<file path="src/rtl/addsub_serial_ctrl_pkg.sv">
// -----------------------------------------------------------------------------
// addsub_pkg
// Shared definitions for the serial add/subtract sequencer:
//   - addsub_state_t : controller state encoding (IDLE, RUN, DONE)
//   - NIBBLE_W       : width of the shared adder slice
//   - OP_ADD/OP_SUB  : operation encodings carried on 'op'
//   - signed_ovf     : two's-complement overflow from the MSB column
// -----------------------------------------------------------------------------
package addsub_pkg;

  typedef enum logic [1:0] {
    IDLE = 2'd0,
    RUN  = 2'd1,
    DONE = 2'd2
  } addsub_state_t;

  localparam int NIBBLE_W = 4;

  localparam logic OP_ADD = 1'b0;
  localparam logic OP_SUB = 1'b1;

  // Overflow occurs when both addends share a sign and the sum's sign differs.
  // b_msb must already be the effective (possibly inverted) operand bit.
  function automatic logic signed_ovf(input logic a_msb,
                                      input logic b_msb,
                                      input logic s_msb);
    return (a_msb == b_msb) && (s_msb != a_msb);
  endfunction

endpackage

</file>
<file path="src/rtl/addsub_serial_ctrl_if.sv">
// -----------------------------------------------------------------------------
// addsub_serial_ctrl_if
// Request/response bundle between a requester and the serial add/sub
// sequencer. Operand width is 4*WORDS.
//   start, op, a, b                         : request (requester -> sequencer)
//   busy, done, result, cout, overflow      : status/response (sequencer -> requester)
// Modports: master = requester side, slave = sequencer side.
// -----------------------------------------------------------------------------
interface addsub_serial_ctrl_if #(
  parameter int WORDS = 4
);
  logic                   start;
  logic                   op;
  logic [4*WORDS-1:0]     a;
  logic [4*WORDS-1:0]     b;
  logic                   busy;
  logic                   done;
  logic [4*WORDS-1:0]     result;
  logic                   cout;
  logic                   overflow;

  modport master (
    output start, op, a, b,
    input  busy, done, result, cout, overflow
  );

  modport slave (
    input  start, op, a, b,
    output busy, done, result, cout, overflow
  );
endinterface

</file>
<file path="src/rtl/addsub_serial_ctrl_slice.sv">
// -----------------------------------------------------------------------------
// addsub4_slice
// Combinational 4-bit adder/subtractor column.
//   a, b : nibble operands
//   m    : 1 = subtract (b is inverted internally; caller supplies cin=1
//          on the first nibble to complete the two's complement)
//   cin  : carry in
//   s    : 4-bit sum
//   cout : carry out of the nibble
// -----------------------------------------------------------------------------
module addsub4_slice
  import addsub_pkg::*;
(
  input  logic [NIBBLE_W-1:0] a,
  input  logic [NIBBLE_W-1:0] b,
  input  logic                m,
  input  logic                cin,
  output logic [NIBBLE_W-1:0] s,
  output logic                cout
);

  logic [NIBBLE_W-1:0] b_eff_s;
  logic [NIBBLE_W:0]   sum_s;

  // Conditional inversion of b followed by a widened add to expose the carry.
  always_comb begin
    b_eff_s = b ^ {NIBBLE_W{m}};
    sum_s   = {1'b0, a} + {1'b0, b_eff_s} + {{NIBBLE_W{1'b0}}, cin};
  end

  assign s    = sum_s[NIBBLE_W-1:0];
  assign cout = sum_s[NIBBLE_W];

endmodule

</file>
<file path="src/rtl/addsub_serial_ctrl.sv">
// -----------------------------------------------------------------------------
// addsub_serial_ctrl
// Computes a 4*WORDS-bit add or subtract by running one 4-bit slice over
// WORDS consecutive cycles, least significant nibble first, with the carry
// held in a register between nibbles.
//   clk  : clock, rising edge
//   rst  : synchronous active-high reset (aborts any operation in flight)
//   bus  : slave side of addsub_serial_ctrl_if
//          start/op/a/b sampled only in IDLE; busy high in RUN and DONE;
//          done pulses one cycle with result/cout/overflow valid and held
//          until the next completion. All outputs are registered.
// -----------------------------------------------------------------------------
module addsub_serial_ctrl
  import addsub_pkg::*;
#(
  parameter int WORDS = 4
) (
  input  logic                 clk,
  input  logic                 rst,
  addsub_serial_ctrl_if.slave  bus
);

  localparam int W     = NIBBLE_W * WORDS;
  localparam int IDX_W = (WORDS > 1) ? $clog2(WORDS) : 1;
  localparam logic [IDX_W-1:0] LAST_IDX = IDX_W'(WORDS - 1);

  addsub_state_t      state_r;
  addsub_state_t      state_s;

  logic [IDX_W-1:0]   idx_r;
  logic               c_r;
  logic               op_r;
  logic [W-1:0]       sa_r;
  logic [W-1:0]       sb_r;
  logic [W-1:0]       acc_r;

  logic [W-1:0]       result_r;
  logic               cout_r;
  logic               ovf_r;
  logic               busy_r;
  logic               done_r;

  logic [NIBBLE_W-1:0] sum_s;
  logic                carry_s;
  logic                last_s;
  logic [W-1:0]        acc_next_s;

  addsub4_slice u_slice (
    .a    (sa_r[NIBBLE_W-1:0]),
    .b    (sb_r[NIBBLE_W-1:0]),
    .m    (op_r),
    .cin  (c_r),
    .s    (sum_s),
    .cout (carry_s)
  );

  // Datapath helpers: last-nibble flag and acc with the new nibble shifted in at the top.
  always_comb begin
    last_s     = (idx_r == LAST_IDX);
    acc_next_s = {sum_s, acc_r[W-1:NIBBLE_W]};
  end

  // Next-state logic.
  always_comb begin
    state_s = state_r;
    case (state_r)
      IDLE: begin
        if (bus.start) begin
          state_s = RUN;
        end else begin
          state_s = IDLE;
        end
      end
      RUN: begin
        if (last_s) begin
          state_s = DONE;
        end else begin
          state_s = RUN;
        end
      end
      DONE:    state_s = IDLE;
      default: state_s = IDLE;
    endcase
  end

  // State register.
  always_ff @(posedge clk) begin
    if (rst) begin
      state_r <= IDLE;
    end else begin
      state_r <= state_s;
    end
  end

  // Operand shifters, carry chain, nibble index and result capture.
  always_ff @(posedge clk) begin
    if (rst) begin
      idx_r    <= '0;
      c_r      <= 1'b0;
      op_r     <= OP_ADD;
      sa_r     <= '0;
      sb_r     <= '0;
      acc_r    <= '0;
      result_r <= '0;
      cout_r   <= 1'b0;
      ovf_r    <= 1'b0;
    end else begin
      case (state_r)
        IDLE: begin
          if (bus.start) begin
            sa_r  <= bus.a;
            sb_r  <= bus.b;
            op_r  <= bus.op;
            // Subtract = a + ~b + 1; the +1 enters as the first carry-in.
            c_r   <= bus.op;
            idx_r <= '0;
          end
        end
        RUN: begin
          acc_r <= acc_next_s;
          sa_r  <= {{NIBBLE_W{1'b0}}, sa_r[W-1:NIBBLE_W]};
          sb_r  <= {{NIBBLE_W{1'b0}}, sb_r[W-1:NIBBLE_W]};
          c_r   <= carry_s;
          if (last_s) begin
            result_r <= acc_next_s;
            cout_r   <= carry_s;
            ovf_r    <= signed_ovf(sa_r[NIBBLE_W-1],
                                   sb_r[NIBBLE_W-1] ^ op_r,
                                   sum_s[NIBBLE_W-1]);
          end else begin
            idx_r <= idx_r + IDX_W'(1);
          end
        end
        DONE: begin
          idx_r <= idx_r;
        end
        default: begin
          idx_r <= '0;
        end
      endcase
    end
  end

  // Status flags registered from the next state so they align with state_r.
  always_ff @(posedge clk) begin
    if (rst) begin
      busy_r <= 1'b0;
      done_r <= 1'b0;
    end else begin
      busy_r <= (state_s != IDLE);
      done_r <= (state_s == DONE);
    end
  end

  assign bus.busy     = busy_r;
  assign bus.done     = done_r;
  assign bus.result   = result_r;
  assign bus.cout     = cout_r;
  assign bus.overflow = ovf_r;

endmodule

</file>
<file path="src/flat_wrapper.sv">
// flat-port wrapper written by rule: the top's interface ports become plain ports
module addsub_serial_ctrl_flat import addsub_pkg::*;
#(
  parameter int WORDS = 4
)
  (clk, rst, bus_start, bus_op, bus_a, bus_b, bus_busy, bus_done, bus_result, bus_cout, bus_overflow);
  addsub_serial_ctrl_if #(.WORDS(WORDS)) bus_i ();
  input  logic clk;
  input  logic rst;
  input wire logic [$bits(bus_i.start)-1:0] bus_start;
  input wire logic [$bits(bus_i.op)-1:0] bus_op;
  input wire logic [$bits(bus_i.a)-1:0] bus_a;
  input wire logic [$bits(bus_i.b)-1:0] bus_b;
  output wire logic [$bits(bus_i.busy)-1:0] bus_busy;
  output wire logic [$bits(bus_i.done)-1:0] bus_done;
  output wire logic [$bits(bus_i.result)-1:0] bus_result;
  output wire logic [$bits(bus_i.cout)-1:0] bus_cout;
  output wire logic [$bits(bus_i.overflow)-1:0] bus_overflow;
  assign bus_i.start = bus_start;
  assign bus_i.op = bus_op;
  assign bus_i.a = bus_a;
  assign bus_i.b = bus_b;
  assign bus_busy = bus_i.busy;
  assign bus_done = bus_i.done;
  assign bus_result = bus_i.result;
  assign bus_cout = bus_i.cout;
  assign bus_overflow = bus_i.overflow;
  addsub_serial_ctrl #(.WORDS(WORDS)) u_core (.clk(clk), .rst(rst), .bus(bus_i));
endmodule
</file>
<file path="config.mk">
export PLATFORM = sky130hd
export DESIGN_NAME = addsub_serial_ctrl_flat
export DESIGN_NICKNAME = d
export VERILOG_FILES = /design/src/rtl/addsub_serial_ctrl_pkg.sv /design/src/rtl/addsub_serial_ctrl_if.sv /design/src/rtl/addsub_serial_ctrl_slice.sv /design/src/rtl/addsub_serial_ctrl.sv /design/src/flat_wrapper.sv
export SDC_FILE = /design/constraint.sdc
export NUM_CORES = 1
export LEC_CHECK = 0
export CORE_UTILIZATION = 55
export CTS_CLUSTER_DIAMETER = 120
export CTS_CLUSTER_SIZE = 12
export DETAILED_ROUTE_END_ITERATION = 8
export DONT_BUFFER_PORTS = 1
export PLACE_DENSITY = 0.71
export SLEW_MARGIN = 15
export SYNTH_ARGS = -nofsm -noshare
export SYNTH_HDL_FRONTEND = slang
export SYNTH_SLANG_ARGS = --single-unit
</file>
<file path="constraint.sdc">
create_clock -name clk -period 3.19 [get_ports clk]
set_input_delay 0.319 -clock clk [delete_from_list [all_inputs] [get_ports clk]]
set_output_delay 0.319 -clock clk [all_outputs]
set_load 0.05 [all_outputs]
</file>
==> metrics, run 1 <==
layout cell share with drive strength beyond 1 6.765%; Worst slew margin 42.68%; Critical Path RT 3.41 ns; setup TNS 0 ns; Clock Power Share 38.8%; RSZ-0062 raised after global routing no; flop2flop setup slack 1.14 ns; final-stage net count 378; post-route cell area 0.003083 mm2; CTS Buffer Depth 2; global-route wire length before repair 9.377 mm; Post-Synth Adder-Cell Area 3.553%; Hold Crit Depth 1; DP Area 0.002883 mm2; gr ovfl total 0; total CTS buffers 9; die area 0.005544 mm2; Ant. Diodes 0; Setup Skew 0.008243 ns; sw power 0.4412 mW; Detailed Routing Iterations Pass 1 4; count of final setup violators 0; initial core utilization 56.90%; post-synthesis mux area share 1.040%; switch share 24.14%; # port buffers 0; Tmin final 2.054 ns; setup bufs post-CTS 0; period utilization 64.40%; number of global-route vias before repair 2142; CP cell instances xor2_1 > ha_1 > nor2b_1 > a221oi_1 > or4_1 > nand3_1; Comb pwr share 9.1%; Crit. Startpoint u_core.op_r; die width 74.46 um; crit path max fanout 6; asr flop ratio synth 0%; pin count of the biggest net entering global routing 78; Ports 56; clock-pin transition on the worst setup and hold timing paths 0.07 ns; maximum VDD drop 0.3814 mV; CTS tree yes; Clock Latency Late Sink 0.33 ns; number of synthesized flops with an enable pin 0; slowest CP cell a221oi_1; cts hold-fix bufs 0; most frequent cells in the layout 92 x nand2_1, 70 x dfxtp_1, 46 x nor2_1; crit end category flop; gpl congestion 0.7743; Int Pwr 1.386 mW; vias per std cell 5.454; placed instance count 394; core box area 0.005075 mm2; initial antenna violation count 0; total wire length 5.644 mm; reg2reg end u_core.bus.result[15]; htree depth 3; PwrDens 592.8 mW/mm2; Final Hold Vio Count 0; Buf/Inv on CP 0; post-synthesis compound-gate area fraction 16.90%; largest family of logic cells by synthesized area simple AND/OR/NAND/NOR gates; Critical Path AT 2.27 ns; Max Fclk 486.8 MHz; Syn. warnings 0; Routed Antenna Nets 0; per-cell routed wire length 13.77 um; WS Path Type reg2reg; Worst Hold Class in2reg; syn_area_per_cell 8.322 um2; clk root buf clkbuf_8; status complete, no violations; worst r2r src u_core.op_r; Total GRT Usage 22.42%; via count 2236; Post-Syn Instances 347; most common cell after layout, fill and taps aside nand2_1; DRC Markers 0; Iteration-0 DRC Markers 66; Finished Layout Cells 410; min-delay src rst; Area growth, synth to finish 6.759%; synthesis-stage register bit count 70; Top FF cell, synth dfxtp_1; HPWL Detailed 3.614 mm; syn_nets 390; WHS Endpoint u_core.bus.result[11]; crit start category flop; Post-Synth XOR/XNOR Area 1.820%; post-synthesis simple-gate area fraction 22.92%; Distinct cells, synth 32; Worst Reg-to-Reg Cells 6; sequential element share of the synthesized area 48.53%; crit-path max cell delay 0.62 ns; top cell family by delay on the critical path compound AO/OA/AOI/OAI gates; # resized after CTS 0; Max Cap Violations 0; Slew Limit Fails 0; Reg power frac 52.1%; measured slew at the worst slew-check pin 0.8540 ns; # rows 26; Die H 74.46 um; static leakage 1.163 nW; Num Clock Sinks 70; Syn Std Cell Area 0.002888 mm2
## power groups by stage
stage               Clock [mW]  Sequential (mW)  Combinational [mW]
finish                   0.709            0.952               0.166
global route             0.762            0.958               0.193
floorplan                    0            0.962               0.156
detailed placement           0            0.972               0.169
CTS                      0.728            0.952               0.169
global placement             0            0.971               0.165
## how the worst max path moves through the flow
stage | to | cells past startpoint | slack [ns]
after floorplan | u_core.bus.cout | 8 | 1.27
after global placement | u_core.acc_r[15] | 6 | 1.25
after detailed placement | u_core.bus.result[15] | 6 | 1.16
after CTS | u_core.bus.result[15] | 6 | 1.14
after global routing | u_core.bus.result[15] | 6 | 0.93
final | u_core.bus.result[15] | 6 | 1.14
## through the flow
stage	utilization (%)	total power, mW	hold WS, ns	setup WS (ns)
final	60.75	1.828	0.06557	1.136
after global routing	60.75	1.912	0.03081	0.9285
after CTS	60.75	1.850	0.02861	1.142
after detailed placement	56.80	1.141	0.3944	1.155
after global placement	56.80	1.136	0.3945	1.252
after floorplan	-	1.118	0.4321	1.274
## cell families after synthesis
| family | Yosys count |
|---|---|
| AOI/OAI and AO/OA | 69 |
| xor gates and xnor gates | 6 |
| adders and majority gates | 7 |
| buffers and inverters | 34 |
| DFF | 70 |
| muxes | 3 |
| and+or+nand+nor | 158 |
## registers in the layout (all words and copies together) (netlist names), 2 cells and up
signal	count
u_core.bus.result	16
u_core.sa_r	16
u_core.sb_r	16
u_core.acc_r	12
u_core.idx_r	2
u_core.state_r	2
## Yosys cell counts, types with 3 or more instances
cell type / instances / share of area, %
a211oi_1: 5 / 1.3
a21oi_1: 25 / 4.3
a22oi_1: 10 / 2.6
a311oi_1: 24 / 7.3
buf_2: 13 / 2.3
clkbuf_1: 12 / 1.6
dfxtp_1: 70 / 49
ha_1: 5 / 2.2
inv_1: 7 / 0.91
mux2i_1: 3 / 1.0
nand2_1: 92 / 12
nand3_1: 3 / 0.52
nand3b_1: 3 / 0.78
nor2_1: 47 / 6.1
or4_1: 3 / 0.78
xnor2_1: 3 / 0.91
xor2_1: 3 / 0.91
## worst reg2reg max path: cells and delay by family (launching register included)
kind,cells,cell delay (ns)
AO/OA/AOI/OAI,1,0.62
XOR/XNOR,1,0.22
adder cells (fa/ha/maj),1,0.26
flip-flops,1,0.46
AND/OR/NAND/NOR,3,0.40
## layout make-up
| type | instances | area, um2 |
|---|---|---|
| Clock buffer | 12 | 155.1 |
| Tap cell | 70 | 87.58 |
| Inverter | 7 | 26.28 |
| Multi-Input combinational cell | 243 | 1338 |
| Timing Repair Buffer | 4 | 30.03 |
| Clock inverter | 4 | 45.04 |
| Fill cell | 471 | 1992 |
| Sequential cell | 70 | 1401 |
## per-layer routing
metal	track usage, %	up-vias	wire length [um]
li1	-	1155	-
met1	26.12	1022	2571
met2	38.14	49	2687
met3	5.420	10	280
met4	11.74	0	105
met5	0	-	0
Note: power is estimated with default switching activity, not from simulation.
==> run 2, diff against run 1 <==
==> constraint.sdc (replaced) <==
create_clock -name clk -period 1.9 [get_ports clk]
set_input_delay 0.19 -clock clk [delete_from_list [all_inputs] [get_ports clk]]
set_output_delay 0.19 -clock clk [all_outputs]
set_load 0.05 [all_outputs]
==> run 2 against run 1 <==
- first-iteration DRC count rose by 94%
- sequential cell count did not move
- core utilization rose by 4.5 points
- clock power rose by 72%
- design area rose by 7.4%
- largest cell class unchanged
- largest power group unchanged
==> metrics, run 2 (synthesized netlist as in run 1, its figures left out) <==
status complete, no violations; Hold Crit Depth 2 (+1); Area growth, synth to finish 14.69%; FILL cells 453 (-3.8%); DP Area 0.002948 mm2 (+2.3%); via count 2371 (+6.0%); count of final setup violators 0 (unchanged); Setup WS post-layout 0.07821 ns (-1.058 ns); CP Depth 8 (+2); Slew Limit Fails 0 (unchanged); Setup Skew 0.007100 ns (-0.001142 ns); Ant. Diodes 0 (unchanged); layout cell share with drive strength beyond 1 9.444% (+2.7 points); Tmin final 1.822 ns (-0.2324 ns); die area 0.005544 mm2 (unchanged); vias per std cell 5.514 (+1.1%); Critical Path AT 2.10 ns (-0.17 ns); Critical Path RT 2.18 ns (-1.23 ns); pin count of the biggest net entering global routing 68 (-13%); total wire length 5.861 mm (+3.8%); Routed Antenna Nets 0 (unchanged); post-route cell area 0.003312 mm2 (+7.4%); most frequent cells in the layout 92 x nand2_1, 70 x dfxtp_1, 46 x nor2_1; final-stage net count 398 (+5.3%); HPWL Detailed 3.653 mm (+1.1%); static leakage 1.261 nW (+8.4%); Worst Hold Class in2reg; Die H 74.46 um (unchanged); period utilization 95.88% (+31 points); Ports 56 (unchanged); placed instance count 401 (+1.8%); Num Clock Sinks 70 (unchanged); core box area 0.005075 mm2 (unchanged); global-route wire length before repair 9.404 mm (+0.29%); Clock Latency Late Sink 0.34 ns (about the same); DR WL met3 321 um (+15%); Post-Place Worst Slack 0.04571 ns (-1.109 ns); WS Path Type reg2reg; Total GRT Usage 22.52% (+0.10 points); per-cell routed wire length 13.63 um (-0.99%); initial antenna violation count 0 (unchanged); measured slew at the worst slew-check pin 0.8152 ns (-0.03877 ns); crit-path max cell delay 0.40 ns (-0.22 ns); hold_ws 0.004825 ns (-0.06075 ns); total CTS buffers 9 (unchanged); PwrDens 956.5 mW/mm2 (+61%); Worst Reg-to-Reg Cells 8 (+2); top cell family by delay on the critical path simple AND/OR/NAND/NOR gates; DRC Markers 0 (unchanged); CP cell instances buf_4 > xor2_2 > ha_1 > nor2b_2 > a221oi_1 > buf_4 > or4_1 > nand3_1; # port buffers 0 (unchanged); clock-pin transition on the worst setup and hold timing paths 0.07 ns (about the same); DR WL met2 2.892 mm (+7.6%); Max Fclk 548.9 MHz (+13%); top layer in use met4; crit path max fanout 6 (unchanged); Finished Layout Cells 430 (+4.9%); # rows 26 (unchanged); Buf/Inv on CP 2 (+2); setup bufs post-CTS 0 (unchanged); initial core utilization 56.90% (unchanged); met1 wire length 2.561 mm (-0.39%); Detailed Routing Iterations Pass 1 4 (unchanged); setup TNS 0 ns (unchanged); CTS tree yes; crit start category flop; htree depth 3 (unchanged); clk root buf clkbuf_8; gr ovfl total 0 (unchanged); Most common cell on crit path buf_4; number of global-route vias before repair 2136 (-0.28%); maximum VDD drop 0.6347 mV (+66%); Worst slew margin 45.29% (+2.6 points); die width 74.46 um (unchanged); gpl congestion 0.7702 (-0.53%); most common cell after layout, fill and taps aside nand2_1; Iteration-0 DRC Markers 128 (+94%); CTS Buffer Depth 2 (unchanged); crit end category flop; Final Core Density 65.26% (+4.5 points); Final Hold Vio Count 0 (unchanged); Tot Pwr 3.168 mW (+73%); slowest CP cell or4_1; Max Cap Violations 0 (unchanged)
==> run 2: repair_timing <==
| action | 4_1_cts | 5_1_grt |
|---|---|---|
| hold endpoints to repair | 67 | 1 |
| hold buffers | 12 | 1 |
| gates resized for setup | 0 | 4 |
| setup endpoints to repair | 0 | 5 |
==> run 2: worst reg2reg max path, cell delays in order, from the launching register on <==
cell and delay (ns):
dfxtp_1 0.32, buf_4 0.15, xor2_2 0.15, ha_1 0.29, nor2b_2 0.14, a221oi_1 0.08
buf_4 0.16, or4_1 0.40, nand3_1 0.07
==> run 2: where the power goes <==
group / internal [mW] / leakage [nW] / switching, mW / total (mW)
Sequential: 1.54 / 0.573 / 0.0550 / 1.60
Combinational: 0.155 / 0.589 / 0.200 / 0.355
Clock: 0.678 / 0.0996 / 0.538 / 1.22
==> run 2: path summary, 6_finish.rpt <==
check | start | end | slack, ns
max | u_core.op_r | u_core.acc_r[15] | 0.08
min | bus_b[2] | u_core.sb_r[2] | 0.005
max reg2reg | u_core.op_r | u_core.acc_r[15] | 0.08
min reg2reg | u_core.acc_r[4] | u_core.bus.result[0] | 0.45
==> run 2: metal layers <==
layer | vias up | track usage, %
li1 | 1198 | -
met2 | 70 | 37.84
met4 | 0 | 11.32
met5 | - | 0
met1 | 1094 | 26.76
met3 | 9 | 5.556
==> run 2: cell type report <==
class                   instances  area, um2  area share (%)
clock buffers                  13      158.9           4.798
clock inverters                 3      42.54           1.284
inverters                       7      26.28          0.7934
multi-input cells             243       1353           40.84
flip-flops and latches         70       1401           42.31
well taps                      70      87.58           2.645
repair buffers                 24      242.7           7.329
==> patch 1: new RTL, flow settings as in run 2 <==
`WORDS` is set to 4 in 3 places; all go to 8. Comments in the files are not updated.
--- a/src/rtl/addsub_serial_ctrl_if.sv
+++ b/src/rtl/addsub_serial_ctrl_if.sv
@@ -7,7 +7,7 @@
 // Modports: master = requester side, slave = sequencer side.
 // -----------------------------------------------------------------------------
 interface addsub_serial_ctrl_if #(
-  parameter int WORDS = 4
+  parameter int WORDS = 8
 );
   logic                   start;
   logic                   op;
--- a/src/rtl/addsub_serial_ctrl.sv
+++ b/src/rtl/addsub_serial_ctrl.sv
@@ -13,7 +13,7 @@
 module addsub_serial_ctrl
   import addsub_pkg::*;
 #(
-  parameter int WORDS = 4
+  parameter int WORDS = 8
 ) (
   input  logic                 clk,
   input  logic                 rst,
--- a/src/flat_wrapper.sv
+++ b/src/flat_wrapper.sv
@@ -1,7 +1,7 @@
 // flat-port wrapper written by rule: the top's interface ports become plain ports
 module addsub_serial_ctrl_flat import addsub_pkg::*;
 #(
-  parameter int WORDS = 4
+  parameter int WORDS = 8
 )
   (clk, rst, bus_start, bus_op, bus_a, bus_b, bus_busy, bus_done, bus_result, bus_cout, bus_overflow);
   addsub_serial_ctrl_if #(.WORDS(WORDS)) bus_i ();
Ports: changed (resized bus_a, bus_b and bus_result); port bits go from 56 to 104. No check against the original RTL was run, so the function may have changed too.
==> patch 1 against run 2 <==
The run now ends with negative hold slack, negative setup slack left; via count up 76%; cell area up 92%; critical path type unchanged; worst hold slack got worse by 0.26 ns; synthesized area grew 89%; total power increased by 120%; maximum frequency down 9.2%; wire length is 100% higher; sequential cell count grew 65; worst setup slack lost 0.18 ns.
==> patch 1: results (changes against run 2) <==
Clock network
  • H-tree depth: 4 (+1)
  • Post-CTS Resized: 1 (+1)
  • CTS Root Cell: clkbuf_8
  • Cts bufs inserted: 17 (+8)
  • Post-CTS Hold Buffers: 18 (+6)
  • Worst-Skew Late Latency: 0.52 ns (+0.18 ns)

Yosys
  • Top post-synthesis cells by count: dfxtp_1 (135), nand2_1 (117), nor2_1 (73)
  • Yosys cell types: 38 (+19%)
  • Syn_nets: 676 (+73%)
  • Seq/Total Area, Yosys: 0.495 (+0.00969)
  • Top area cells in the synthesized netlist: dfxtp_1 (49%), mux2i_1 (10%), nand2_1 (8.0%), a211oi_1 (7.8%), a21oi_1 (5.6%)
  • Syn Area/Cell: 9.09 sq um (+9.2%)

Status
  • Failing checks: negative hold slack, negative setup slack
  • Status: complete, but fails checks

Worst hold path
  • Hold WC Path Type: input port to flop
  • Hold path cells: 1 (-1)
  • Worst Hold Path EP: u_core.sb_r[19]
  • Hold path start: rst

Worst setup path
  • Worst reg2reg path depth: 7 (-1)
  • Arrival time at the worst endpoint: 2.40 ns (+0.30 ns)
  • Max FO, Critical Path: 2 (-4)
  • Reg2reg end: u_core.c_r
  • Critical path endpoint: u_core.c_r

Cells and area
  • Area delta synth->final: 16.4%
  • Layout Nets: 685 (+72%)
  • # fillers: 742 (+64%)
  • Multi-input logic area: 2470 sq um (+83%)
  • Inverters: 1 (-6)
  • Signal buf overhead: 0.0661 (-0.00715)
  • Non-clk bufs: 40 (+67%)
  • Seq_cells: 135 (+93%)
  • Multi-input gates: 415 (+71%)
  • Clkbuf count: 18 (+5)
  • Layout clock area frac: 0.0927 (+0.0319)
  • Seq/total area: 0.426 (+0.00267)
  • Layout cells sized above 1: 0.111 (+0.0163)

Power
  • Comb group: 542 uW (+53%)
  • Max rail drop VDD: 0.000591 V (-6.9%)
  • Leakage: 0.00254 uW (+100%)
  • Pwr per Cell Area: 1080 nW/um^2 (+13%)
  • P_sw: 1690 uW (+110%)
  • Clock group: 3260 uW (+170%)

Placement
  • DPL Wire Length: 7.36 mm (+100%)
  • Place WS: -0.103 ns (-0.149 ns)
  • Routability cong.: 0.809 (+5.1%)
  • Placed Instances: 695 (+73%)

Global route
  • Total track usage: 0.233 (+0.00731)
  • Global-route wire length before repair: 18.7 mm (+99%)
  • Largest net degree at the start of global routing: 137 (+100%)
  • Vias in the first global route: 3,896 (+82%)

STA
  • Setup violations, final: 2 (+2)
  • Setup TNS: -0.154 ns (-0.154 ns)
  • Worst-Margin Slew: 0.580 ns (-0.235 ns)
  • Final Hold Vio Count: 115 (+115)
  • Final WS setup: -0.106 ns (-0.184 ns)
  • Hold WS: -0.251 ns (-0.256 ns)
  • Clock skew: 0.0109 ns (+0.00384 ns)

Route
  • Drt first-iter violations: 179 (+40%)
  • WL/cell: 15.8 um (+16%)
==> patch 1: cell types whose count changed after synthesis, sizes merged, moves of 6 or more <==
cell    before  now
dfxtp       70  135
mux2i        3   57
a211oi       5   58
a21oi       25   61
nor2        47   74
a311oi      24    0
nand2       93  117
buf         15   31
clkbuf      12   20
inv          7    1
==> patch 1: metal layers <==
layer,part of all wire,up-vias,wire length [um],GRT usage
li1,-,2098,-,-
met1,0.44,1973,5230,0.290
met2,0.49,101,5870,0.384
met3,0.060,9,710,0.0752
met4,0.0086,0,103,0.0680
met5,0,-,0,0
==> patch 1: kinds of logic after synthesis <==
family,count (synthesis),synth area share
simple gates,209,0.155
flops,135,0.495
mux,57,0.104
compound gates,136,0.160
buf+inv,52,0.0589
xor+xnor,5,0.00802
fa+ha+maj,7,0.0188
==> patch 1: critical path, cell delays in order, from the launching register on <==
cell	delay (ns)
dfxtp_2	0.32
xor2_1	0.18
fa_2	0.36
fa_2	0.35
a21o_1	0.18
a21o_1	0.19
a222oi_1	0.23
nor2_1	0.08
==> patch 2: new RTL, settings of run 2 <==
Without the edit above. Make the reset (`rst`) asynchronous in 3 clocked blocks. Comments in the files are not updated.
--- a/src/rtl/addsub_serial_ctrl.sv
+++ b/src/rtl/addsub_serial_ctrl.sv
@@ -84,7 +84,7 @@
   end
 
   // State register.
-  always_ff @(posedge clk) begin
+  always_ff @(posedge clk or posedge rst) begin
     if (rst) begin
       state_r <= IDLE;
     end else begin
@@ -93,7 +93,7 @@
   end
 
   // Operand shifters, carry chain, nibble index and result capture.
-  always_ff @(posedge clk) begin
+  always_ff @(posedge clk or posedge rst) begin
     if (rst) begin
       idx_r    <= '0;
       c_r      <= 1'b0;
@@ -142,7 +142,7 @@
   end
 
   // Status flags registered from the next state so they align with state_r.
-  always_ff @(posedge clk) begin
+  always_ff @(posedge clk or posedge rst) begin
     if (rst) begin
       busy_r <= 1'b0;
       done_r <= 1'b0;
Formal check against the unedited RTL: differs if rst is asserted again (counterexample within 4 cycles, from zero or initial values and one cycle with rst high); with rst held inactive, the same outputs for 10 cycles.
==> patch 2 against run 2 <==
Worst setup slack gained 0.012 ns; via count shrank 20%; cell area grew 3.0%; synthesized area grew 5.1%; critical endpoint is now u_core.acc_r[15]; wire length shrank 9.1%; sequential cell count is the same; synthesized cell count shrank 24%; sequential share of layout area grew 9.0 points.
Power is not compared: it rests on default switching activity, and its combinational part moved more than twofold at a synthesized area within 25%.
==> patch 2: results (changes against run 2) <==
Placement
  • Placed Instances: 327 (-18%)
  • Post-DP Area: 3110 sq um (+5.5%)
  • Place WS: -0.00348 ns (-0.0492 ns)
  • Routability cong.: 0.789 (+2.5%)
  • DPL Wire Length: 3.57 mm (-2.2%)
  • I/O Buffers: 0 (unchanged)

Clock network
  • Cts bufs inserted: 9 (unchanged)
  • Worst-Skew Late Latency: 0.34 ns (about the same)
  • CTS Root Cell: clkbuf_8
  • H-tree depth: 3 (unchanged)
  • CTS max path bufs: 2 (unchanged)
  • Clock-pin slew on the worst setup and hold paths: 0.07 ns (about the same)

Yosys
  • Synth Warn #: 0 (unchanged)
  • Syn_nets: 307 (-21%)
  • Yosys cell types: 27 (-16%)
  • Seq/Total Area, Yosys: 0.577 (+0.0921)
  • Most common flop cell mapped by yosys: dfrtp_1
  • Syn Area/Cell: 11.4 sq um (+38%)
  • Top area cells in the synthesized netlist: dfrtp_1 (58%), mux2i_1 (8.2%), nand2_1 (7.5%), mux2_1 (4.8%), o21ai_1 (4.5%)
  • Fraction of registers with async set/reset: 1.00 (+1.00)
  • Top post-synthesis cells by count: dfrtp_1 (70), nand2_1 (61), o21ai_1 (27)

Global route
  • GR met3 Demand/Resource: 0.0575 (+0.00193)
  • Largest net degree at the start of global routing: 38 (-44%)
  • Vias in the first global route: 2,015 (-5.7%)
  • Total track usage: 0.209 (-0.0158)
  • GR Layer Usage met1: 0.274 (+0.00611)
  • Grt met2 use: 0.319 (-0.0595)
  • Global-route wire length before repair: 9.41 mm (about the same)
  • Initial antenna violation count: 0 (unchanged)

Worst setup path
  • Slowest stage delay, CP: 0.39 ns
  • Top Family by Delay on Critical Path: flip-flops
  • Slowest cell on crit path: dfrtp_1
  • Max FO, Critical Path: 3 (-3)
  • Arrival time at the worst endpoint: 2.01 ns (-0.09 ns)

Route
  • Met2 WL post-DR: 2.55 mm (-12%)
  • DR top layer: met4
  • Met1 WL: 2.38 mm (-7.1%)
  • Post-route DRC: 0 (unchanged)
  • Vias: 1,896 (-20%)
  • Antenna Nets Post-Route: 0 (unchanged)
  • 1st-pass router iterations: 4 (unchanged)
  • WL/cell: 15.1 um (+11%)
  • Drt first-iter violations: 82 (-36%)
  • Metal3 WL: 330 um (+2.8%)

Power
  • Max rail drop VDD: 0.000866 V
  • Leakage: 0.00165 uW

Cells and area
  • Layout cells sized above 1: 0.120 (+0.0257)
  • Layout Nets: 321 (-19%)
  • N_diodes: 0 (unchanged)
  • Fin cells: 353 (-18%)

Worst hold path
  • Hold WC Path Type: input port to flop

Status
  • Status: completed

STA
  • Clock skew: 0.00616 ns (-0.000938 ns)
  • Slew margin rel.: 0.565 (+0.112)
==> patch 2: logic make-up (layout without fill, tap and decap cells) <==
group | after synthesis | count (layout) | share of synthesized area
muxes | 39 | 39 | 0.136
buffers and inverters | 23 | 41 | 0.0429
adders and majority gates | 6 | 6 | 0.0297
DFF | 70 | 70 | 0.577
AOI/OAI and AO/OA | 50 | 50 | 0.0977
and+or+nand+nor | 69 | 69 | 0.0936
xor gates and xnor gates | 8 | 8 | 0.0231
==> patch 2: cell type report <==
class | count | area, sq um
fill | 398 | 1790
inverter | 9 | 40.0
timing repair buffer | 17 | 178
clock inverter | 3 | 20.0
sequential | 70 | 1750
multi-input combinational | 172 | 1180
tap | 70 | 87.6
clock buffer | 12 | 155
==> patch 2: worst paths after layout <==
kind,startpoint,to,slack [ns],depth (start not counted)
max,u_core.op_r,u_core.acc_r[15],0.09,7
min,bus_start,u_core.state_r[0],0.01,2
max reg2reg,u_core.op_r,u_core.acc_r[15],0.09,7
min reg2reg,u_core.acc_r[4],u_core.acc_r[4],0.48,2
max in group asynchronous,rst,u_core.sa_r[13],0.91,3
min in group asynchronous,rst,u_core.bus.result[5],0.36,2
==> patch 2: repair_timing <==
action | 4_1_cts | 5_1_grt
hold buffers | 10 | 0
pin swaps | 0 | 1
endpoints found under the setup margin | 2 | 3
gates cloned | 0 | 0
setup buffers | 1 | 0
gates resized for setup | 1 | 4
hold endpoints to repair | 29 | 0
==> patch 2: report_power, final <==
group | switching [uW] | leakage, uW | internal (uW)
combinational | 1200 | 0.000677 | 934
sequential | 1090 | 0.000893 | 2130
clock | 542 | 0.0000845 | 536
total | 2830 | 0.00165 | 3590
